### src/rtl/fetch_sequencer.sv
// fetch_sequencer: reads an opcode and its operand bytes over a req/ack
// memory handshake and drives the address register block's strobes.
// Each memory access has a wait-state timeout that aborts the fetch and
// raises a sticky fault flag.
//
// state | meaning
// ------+----------------------------------------------------------
// IDLE  | waiting for start, sel=1, no strobes
// OPC   | read opcode byte at PC
// DEC   | decode opcode class (opcode[7:6])
// IMM   | read one immediate byte into operand
// LO    | read low address byte into temp low register
// HI    | read high address byte into temp high register
// XFER  | move temp registers into AR (class 10) or PC (class 11)
// DONE  | one-cycle completion pulse
module fetch_sequencer #(
  parameter int TIMEOUT = 15
) (
  input  logic       clk,
  input  logic       n_rst,
  input  logic       start,
  input  logic       memAck,
  input  logic [7:0] memData,
  output logic       memReq,
  output logic       sel,
  output logic       pcInc,
  output logic       pcLoad,
  output logic       arLoad,
  output logic       tlLoad,
  output logic       thLoad,
  output logic [7:0] opcode,
  output logic [7:0] operand,
  output logic       busy,
  output logic       done,
  output logic       fault
);

  localparam int CNT_W = (TIMEOUT < 2) ? 1 : $clog2(TIMEOUT + 1);

  typedef enum logic [2:0] {
    IDLE, OPC, DEC, IMM, LO, HI, XFER, DONE
  } state_t;

  state_t           state, stateNext;
  logic [CNT_W-1:0] waitCnt;
  logic             memState;
  logic             timeoutHit;
  logic [1:0]       opClass;

  assign opClass    = opcode[7:6];
  assign memState   = (state == OPC) || (state == IMM) || (state == LO) || (state == HI);
  assign timeoutHit = memState && !memAck && (waitCnt == CNT_W'(TIMEOUT));
  assign busy       = (state != IDLE);

  // State register
  always_ff @(posedge clk or negedge n_rst) begin
    if (!n_rst) state <= IDLE;
    else        state <= stateNext;
  end

  // Next-state logic and combinational strobes
  always_comb begin
    stateNext = state;
    memReq    = 1'b0;
    sel       = 1'b1;
    pcInc     = 1'b0;
    pcLoad    = 1'b0;
    arLoad    = 1'b0;
    tlLoad    = 1'b0;
    thLoad    = 1'b0;
    done      = 1'b0;

    // Every memory state shares request, PC increment on ack, and abort
    if (memState) begin
      memReq = 1'b1;
      if (memAck)          pcInc     = 1'b1;
      else if (timeoutHit) stateNext = IDLE;
    end

    case (state)
      IDLE: if (start) stateNext = OPC;
      OPC:  if (memAck) stateNext = DEC;
      DEC: begin
        case (opClass)
          2'b00:   stateNext = DONE;
          2'b01:   stateNext = IMM;
          default: stateNext = LO;
        endcase
      end
      IMM:  if (memAck) stateNext = DONE;
      LO: begin
        if (memAck) begin
          tlLoad    = 1'b1;
          stateNext = HI;
        end
      end
      HI: begin
        if (memAck) begin
          thLoad    = 1'b1;
          stateNext = XFER;
        end
      end
      XFER: begin
        sel = 1'b0;
        // Only classes 10 and 11 reach XFER, so bit 0 picks AR vs PC
        if (opClass[0]) pcLoad = 1'b1;
        else            arLoad = 1'b1;
        stateNext = DONE;
      end
      DONE: begin
        done      = 1'b1;
        stateNext = IDLE;
      end
      default: stateNext = IDLE;
    endcase
  end

  // Wait-state counter: counts unacknowledged cycles, zero on entry to a memory state
  always_ff @(posedge clk or negedge n_rst) begin
    if (!n_rst)                                    waitCnt <= '0;
    else if (memState && !memAck && !timeoutHit)   waitCnt <= waitCnt + CNT_W'(1);
    else                                           waitCnt <= '0;
  end

  // Opcode and immediate capture on the acknowledging edge
  always_ff @(posedge clk or negedge n_rst) begin
    if (!n_rst) begin
      opcode  <= 8'h00;
      operand <= 8'h00;
    end else begin
      if (state == OPC && memAck) opcode  <= memData;
      if (state == IMM && memAck) operand <= memData;
    end
  end

  // Sticky timeout flag, cleared when a new fetch is accepted
  always_ff @(posedge clk or negedge n_rst) begin
    if (!n_rst)                       fault <= 1'b0;
    else if (timeoutHit)              fault <= 1'b1;
    else if (state == IDLE && start)  fault <= 1'b0;
  end

endmodule

### config.mk
export PLATFORM = sky130hd
export DESIGN_NAME = fetch_sequencer
export DESIGN_NICKNAME = d
export VERILOG_FILES = /design/src/rtl/fetch_sequencer.sv
export SDC_FILE = /design/constraint.sdc
export NUM_CORES = 1
export LEC_CHECK = 0
export CORE_MARGIN = 1
export CORE_UTILIZATION = 48
export CTS_CLUSTER_DIAMETER = 40
export DETAILED_ROUTE_END_ITERATION = 10
export PLACE_DENSITY = 0.82
export SYNTH_ARGS = -nofsm -noshare
export SYNTH_HDL_FRONTEND = slang
export SYNTH_SLANG_ARGS = --single-unit
### constraint.sdc
create_clock -name clk -period 2.16 [get_ports clk]
set_input_delay 0.432 -clock clk [delete_from_list [all_inputs] [get_ports clk]]
set_output_delay 0.432 -clock clk [all_outputs]
set_load 0.05 [all_outputs]
Word level (Yosys, flattened, before mapping)
Cells that the tools add are included.
- add/subtract/negate cells: 1
- equal/unequal tests: 9
- mux-type cells: 24
- reduce and logical (&&, ||, !) cells: 15
- operators by type and width (cell ; count):
    3-bit 2-to-1 mux ; 8
    3-bit case mux with 8 select lines ; 1
    1-bit 2-to-1 mux ; 13
    3-bit equality test (second input constant) ; 4
    3-bit by 2-bit equality test with 1-bit output (second input constant) ; 2
    1-bit logical AND ; 6
    3-bit case mux with 2 select lines ; 1
    4-bit by 1-bit adder with 4-bit output (second input constant) ; 1
    4-bit equality test (second input constant) ; 1
    4-bit 2-to-1 mux ; 1
    3-bit by 1-bit equality test with 1-bit output (second input constant) ; 1
    3-bit zero test ; 1
    1-bit logical OR ; 3
    3-bit nonzero test ; 1
    2-bit by 1-bit equality test with 1-bit output (second input constant) ; 1
    1-bit zero test ; 2
    2-bit zero test ; 1
    2-bit nonzero test ; 1
- register bits after elaboration: 24
- input port bits: 12
- output and inout port bits: 26
- logic and storage cells: 54

Depth between registers and ports, before layout
Gate-level depths: netlist of the first run.
- depth in word-level cells: 11
- mapped depth: 5
- gate-level depth less buffers: 4

Worst setup path after synthesis of the first run
OpenSTA, ideal clock, no wires.
- path kind: flip-flop to output port
- start: register state[2]
- end: output port pcInc
- data arrival time: 1.954 ns
- required time: 1.728 ns
- setup slack: -0.226 ns
- cell stages (with the launch flop): 4
- buffers on the path: 1
- cells stage by stage: dfrtp_1 > buf_2 > a21oi_1 > and2_1
- word-level cells in the longest chain between the ends: 5
- elaborated cells between the ends (all ways): 8
- classes of those cells: 4 x eq/ne; 1 x mux; 3 x reduce/logical
- RTL lines (element ; RTL line ; text):
    start: declaration ; 44 ; state_t state, stateNext;
    start signal: assignment ; 58 ; else state <= stateNext;
    3-bit by 1-bit equality test with 1-bit output / 3-bit by 2-bit equality test with 1-bit output (equally long branches) ; 51 ; assign memState = (state == OPC) || (state == IMM) || (state == LO) || (state == HI);
    1-bit logical OR (2 in a row) ; 51 ;
    1-bit logical OR * ; 51 ;
    1-bit 2-to-1 mux * ; 74 ; if (memState) begin
    end: declaration ; 26 ; output logic pcInc,
Every way passes the cells marked *; elsewhere a longest branch is shown, timed or not.

Worst setup path in the final report of the first run
- start: input port memAck
- end: output port tlLoad
- word-level cells in the longest chain between the ends: 2
- RTL lines (element ; RTL line ; text):
    start: declaration ; 22 ; input logic memAck,
    1-bit 2-to-1 mux ; 92 ; if (memAck) begin
    1-bit 2-to-1 mux ; 80 ; case (state)
    end: declaration ; 29 ; output logic tlLoad,
Every way passes these cells.

==> impl_metrics.tcl, run 1 <==
set metrics [dict create \
    status "finished clean" \
    yosysTopAreaCellShare 0.534 \
    syn_area_per_cell_um2 12.0 \
    endpoint_kind "output pin" \
    hold_viol 0 \
    grt_max_degree 25 \
    synth_fa_ha_area_frac 0.0111 \
    die_area_um2 2540 \
    drive_above_1_share 0.278 \
    postRouteAntennaNets 0 \
    ys.warnings.count 0 \
    ctsRootBufferMaster "clkbuf_4" \
    dp_cells 158 \
    drv_slew 0 \
    globalRouteOverflowTotal 0 \
    crit_fanout 6 \
    ys.flop_type "dfrtp_1" \
    async_flop_share 1.00 \
    antenna_found_initial 0 \
    setup_viol 0 \
    cap_violations 0 \
    nets 148 \
    synth_top_family_by_area "simple AND/OR/NAND/NOR gates" \
    path_class "primary input to output pin" \
    numPortBuffers 37 \
    cp_data_arrival_time_ns 1.65 \
    pin_count 38 \
    viasPerCell 5.41 \
    drcViolationCount 0 \
    synth-seq-cells 24 \
    chipHeight_um 50.4 \
    cts_buffer_depth 2 \
    slew_headroom 0.656 \
    synth_edf_count 0 \
    period_minus_slack_ns 2.09 \
    clk_pin_slew_ns 0.12 \
    synthTopCellsByArea "dfrtp_1 (53%), mux2_2 (14%), o21ai_0 (2.7%)" \
    worst_pin_slew_ns 0.515 \
    core_area_um2 2210 \
    clock_latency_ns 0.30 \
    tritoncts "yes" \
    max_freq_mhz 480 \
    final_cells 161 \
    rows 17 \
    synth_compound_area_frac 0.105 \
    syn_to_final_growth_pct 42.7 \
    clkSinkCount 24 \
    postSynthCellCount 94 \
    vias 871 \
    htreeDepth 1 \
    place.gp.congestion 0.798 \
    synth-simple-area-share 0.157 \
    cts_inserted_buffers 3 \
    yosysSeqAreaShare 0.534 \
    place_hpwl_um 1670 \
    rsz0062_at_grt "false" \
    fin_skew_ns 0.00846 \
    dieWidth_um 50.4 \
    hp-class "primary input to asynchronous set/reset pin" \
    synth_area_um2 1120 \
    grtUsageTotal 0.209 \
    start_util 0.508 \
    synth.distinct_cells 32 \
    period_share 0.965 \
    synth_xor_area_frac 0.00779 \
    grt_pass1_vias 885 \
    synth_mux_area_frac 0.140 \
    drt_pass1_iterations 3 \
    routed_wl_um 2200 \
    grt_pass1_wl_um 3970 \
    first_iter_violations 2 \
    diodes 0 \
    syn-num-nets 107 \
    cts_setup_buffers 0 \
    synth_top_area_cell "dfrtp_1" \
    critPathLaunchType "primary input" \
    cp.required_ns 1.73 \
    wire_per_inst_um 13.6 \
]
-- final timing paths --
path                                  from         end  slack, ns  cells past startpoint
min in group clk                     fault       fault       0.51                      1
max in group asynchronous            n_rst    state[0]       1.43                      2
worst max-delay path                memAck      tlLoad       0.07                      5
worst min register to register       fault       fault       0.51                      1
worst min-delay path                 n_rst  waitCnt[3]       0.47                      2
worst max register to register  waitCnt[0]    state[2]       0.61                      4
-- worst max-delay path, stage by stage --
cell             delay [ns]
clkdlybuf4s50_1        0.56
nor2b_1                0.23
nand2_1                0.08
nor2_1                 0.18
buf_12                 0.17
-- synth_stat cells (all sizes together), types with 2 or more instances --
library cell   n
dfrtp         24
mux2          14
nor2           7
nand2          6
o21ai          6
buf            5
nand3b         3
nor2b          3
or3            3
and3           2
inv            2
-- area by class of cell --
cell class	count	area, um^2
fillers	174	607
well taps	28	35.0
repair buffers	42	460
multi-input cells	62	477
flip-flops and latches	24	603
inverters	2	7.51
clock buffers	3	22.5
-- what timing repair did --
action                                  in CTS  in global routing
gates resized for setup                      0                  2
hold buffers                                 0                  0
endpoints found under the setup margin       0                  2
-- registers in the layout (all words and copies together), names as in the netlist --
name,cells
opcode,8
operand,8
waitCnt,4
state,3
fault,1
-- stage by stage --
step                      hold WS (ns)  setup slack, ns  TNS [ns]  utilization  cell area, um^2
after floorplan                  0.136           -0.218    -0.437            -             1130
after global placement           0.477            0.127         0        0.714             1580
after detailed placement         0.486           0.0712         0        0.714             1580
after CTS                        0.481           0.0594         0        0.725             1600
after global routing             0.476          0.00427         0        0.726             1610
final                            0.470           0.0746         0        0.726             1610
-- cells by family (layout without fill, tap and decap cells) --
group	after synthesis	after routing
multiplexers	14	14
flip-flops	24	24
adder cells (fa/ha/maj)	1	1
buffers and inverters	8	47
AND/OR/NAND/NOR	29	29
AO/OA/AOI/OAI	17	17
XOR/XNOR	1	1
-- routing by layer --
| metal | GRT usage | routed length (um) | vias to the layer above |
|---|---|---|---|
| met5 | 0 | 0 | - |
| met4 | 0.0694 | 22 | 0 |
| met3 | 0.0576 | 141 | 4 |
| met2 | 0.362 | 1090 | 28 |
| met1 | 0.249 | 947 | 428 |
| li1 | - | - | 411 |
-- placed cells by master (no fill, tap or decap), types with 2 or more instances in the layout --
cell type        synthesis  routed
buf_4                    1       8
buf_12                   0       6
mux2_2                  14      14
dfrtp_2                  0       2
clkbuf_4                 0       3
inv_1                    2       2
nor2b_1                  3       3
nand3b_1                 3       3
dfrtp_1                 24      22
clkdlybuf4s50_1          0      28
nor2_1                   7       7
nand2_1                  6       6
and3_1                   2       2
or3_1                    3       3
o21ai_0                  6       6
Power of run 1 is left out: the tool's default activity adds up to more than one toggle a clock period on the data nets, which glitch-free logic cannot reach.
==> inputs of run 2 (changes only) <==
--- a/config.mk
+++ b/config.mk
@@ -6,10 +6,11 @@
 export NUM_CORES = 1
 export LEC_CHECK = 0
 export CORE_MARGIN = 1
-export CORE_UTILIZATION = 48
+export CORE_UTILIZATION = 55
 export CTS_CLUSTER_DIAMETER = 40
 export DETAILED_ROUTE_END_ITERATION = 10
-export PLACE_DENSITY = 0.82
+export DONT_BUFFER_PORTS = 1
+export PLACE_DENSITY = 0.68
 export SYNTH_ARGS = -nofsm -noshare
 export SYNTH_HDL_FRONTEND = slang
 export SYNTH_SLANG_ARGS = --single-unit
==> impl_metrics.tcl, run 2 (same netlist as run 1, synthesis figures left out) <==
set metrics [dict create \
    worstRegToRegCells 3 \
    cp.required_ns 1.73 \
    cts_buffer_depth 2 \
    drcViolationCount 0 \
    ctsRootBufferMaster "clkbuf_4" \
    cts_inserted_buffers 3 \
    cp_data_arrival_time_ns 1.57 \
    max_freq_mhz 499 \
    status "finished clean" \
    viasPerCell 5.92 \
    syn_to_final_growth_pct 8.68 \
    mostFrequentLayoutCell "dfrtp_1" \
    gr-max-usage-layer "met2" \
    dieWidth_um 47.2 \
    clkSinkCount 24 \
    pin_count 38 \
    r2r-end "opcode[1]" \
    dpl_cell_area_um2 1190 \
    vias 740 \
    hold_viol 0 \
    drive_above_1_share 0.300 \
    antenna_found_initial 0 \
    timing.rr.start "state[1]" \
    period_minus_slack_ns 2.00 \
    start_util 0.618 \
    min_from "memData[7]" \
    grt_pass1_wl_um 3070 \
    slew_headroom 0.273 \
    wire_per_inst_um 16.2 \
    worst_pin_slew_ns 1.09 \
    tritoncts "yes" \
    clock_latency_ns 0.31 \
    drv_slew 0 \
    postRouteAntennaNets 0 \
    place_hpwl_um 1420 \
    numPortBuffers 0 \
    diodes 0 \
    hp-class "primary input to flip-flop" \
    grt_util_met2 0.359 \
    final_area_um2 1220 \
    place.gp.congestion 0.756 \
    first_iter_violations 11 \
    chipHeight_um 47.2 \
    endpoint_kind "output pin" \
    drt_pass1_iterations 4 \
    period_share 0.928 \
    grt_max_degree 25 \
    htreeDepth 1 \
    final_cell_mix "dfrtp_1 (24), mux2_2 (14), nor2_1 (7), buf_4 (7)" \
    critPathLaunchType "flip-flop" \
    core_area_um2 1820 \
    grtUsageTotal 0.206 \
    crit_fanout 15 \
    path_class "flip-flop to output pin" \
    clk_pin_slew_ns 0.13 \
    top_regs "opcode: 8 flops, operand: 8 flops, waitCnt: 4 flops" \
    rsz0062_at_grt "false" \
    routed_wl_um 2030 \
    r2r_slack_ns 0.56 \
    globalRouteOverflowTotal 0 \
    fin_skew_ns 0.00437 \
    setup_viol 0 \
    nets 115 \
    holdPathStages 2 \
    cap_violations 0 \
    die_area_um2 2230 \
    grt_util_met3 0.0423 \
    grt_pass1_vias 692 \
    cts_setup_buffers 0 \
    rows 15 \
    grt_use_met1 0.245 \
    hold_end "opcode[7]" \
]
run 2: cell types whose count changed in the layout (fill, tap and decap cells not counted), moves of 2 or more:
cell	before	now
buf_12	6	1
dfrtp_1	22	24
dfrtp_2	2	0
clkdlybuf4s50_1	28	0
run 2: cell type report:
class | instances | area, um^2
fillers | 159 | 598
repair buffers | 9 | 82.6
flip-flops and latches | 24 | 601
multi-input cells | 62 | 478
well taps | 25 | 31.3
inverters | 2 | 7.51
clock buffers | 3 | 22.5
run 2: layer usage:
metal | up-vias | wire, um
met4 | 0 | 9
met2 | 24 | 1030
met3 | 2 | 102
met5 | - | 0
met1 | 366 | 883
li1 | 348 | -
run 2: worst max-delay path by stage:
stage | startpoint | to | cells after the start
4_1_cts | state[1] | thLoad | 2
5_1_grt | state[2] | pcInc | 4
6_report | state[2] | pcInc | 4
3_3_place_gp | state[1] | thLoad | 2
2_1_floorplan | state[0] | arLoad | 3
3_5_place_dp | state[1] | thLoad | 2
run 2: critical path, stage by stage, from the launching register on:
cell and delay [ns]:
dfrtp_1 0.55, nor2_1 0.31, a21oi_2 0.06, and2_1 0.20, buf_12 0.15
run 2: stage by stage:
| stage | setup slack (ns) | utilization | std cells | setup TNS (ns) | hold WS, ns |
|---|---|---|---|---|---|
| after global placement | 0.466 | 0.653 | 121 | 0 | 0.137 |
| after floorplan | -0.218 | - | 94 | -0.437 | 0.136 |
| after CTS | 0.0637 | 0.671 | 125 | 0 | 0.235 |
| after global routing | 0.000965 | 0.671 | 125 | 0 | 0.219 |
| after detailed placement | 0.417 | 0.653 | 121 | 0 | 0.137 |
| final | 0.155 | 0.671 | 125 | 0 | 0.233 |
run 2: repair_timing:
action | 4_1_cts | 5_1_grt
setup endpoints to repair | 0 | 1
resized for setup | 0 | 1
hold buffers | 1 | 0
endpoints found under the hold margin | 24 | 0
Power of run 2 is left out for the same reason.
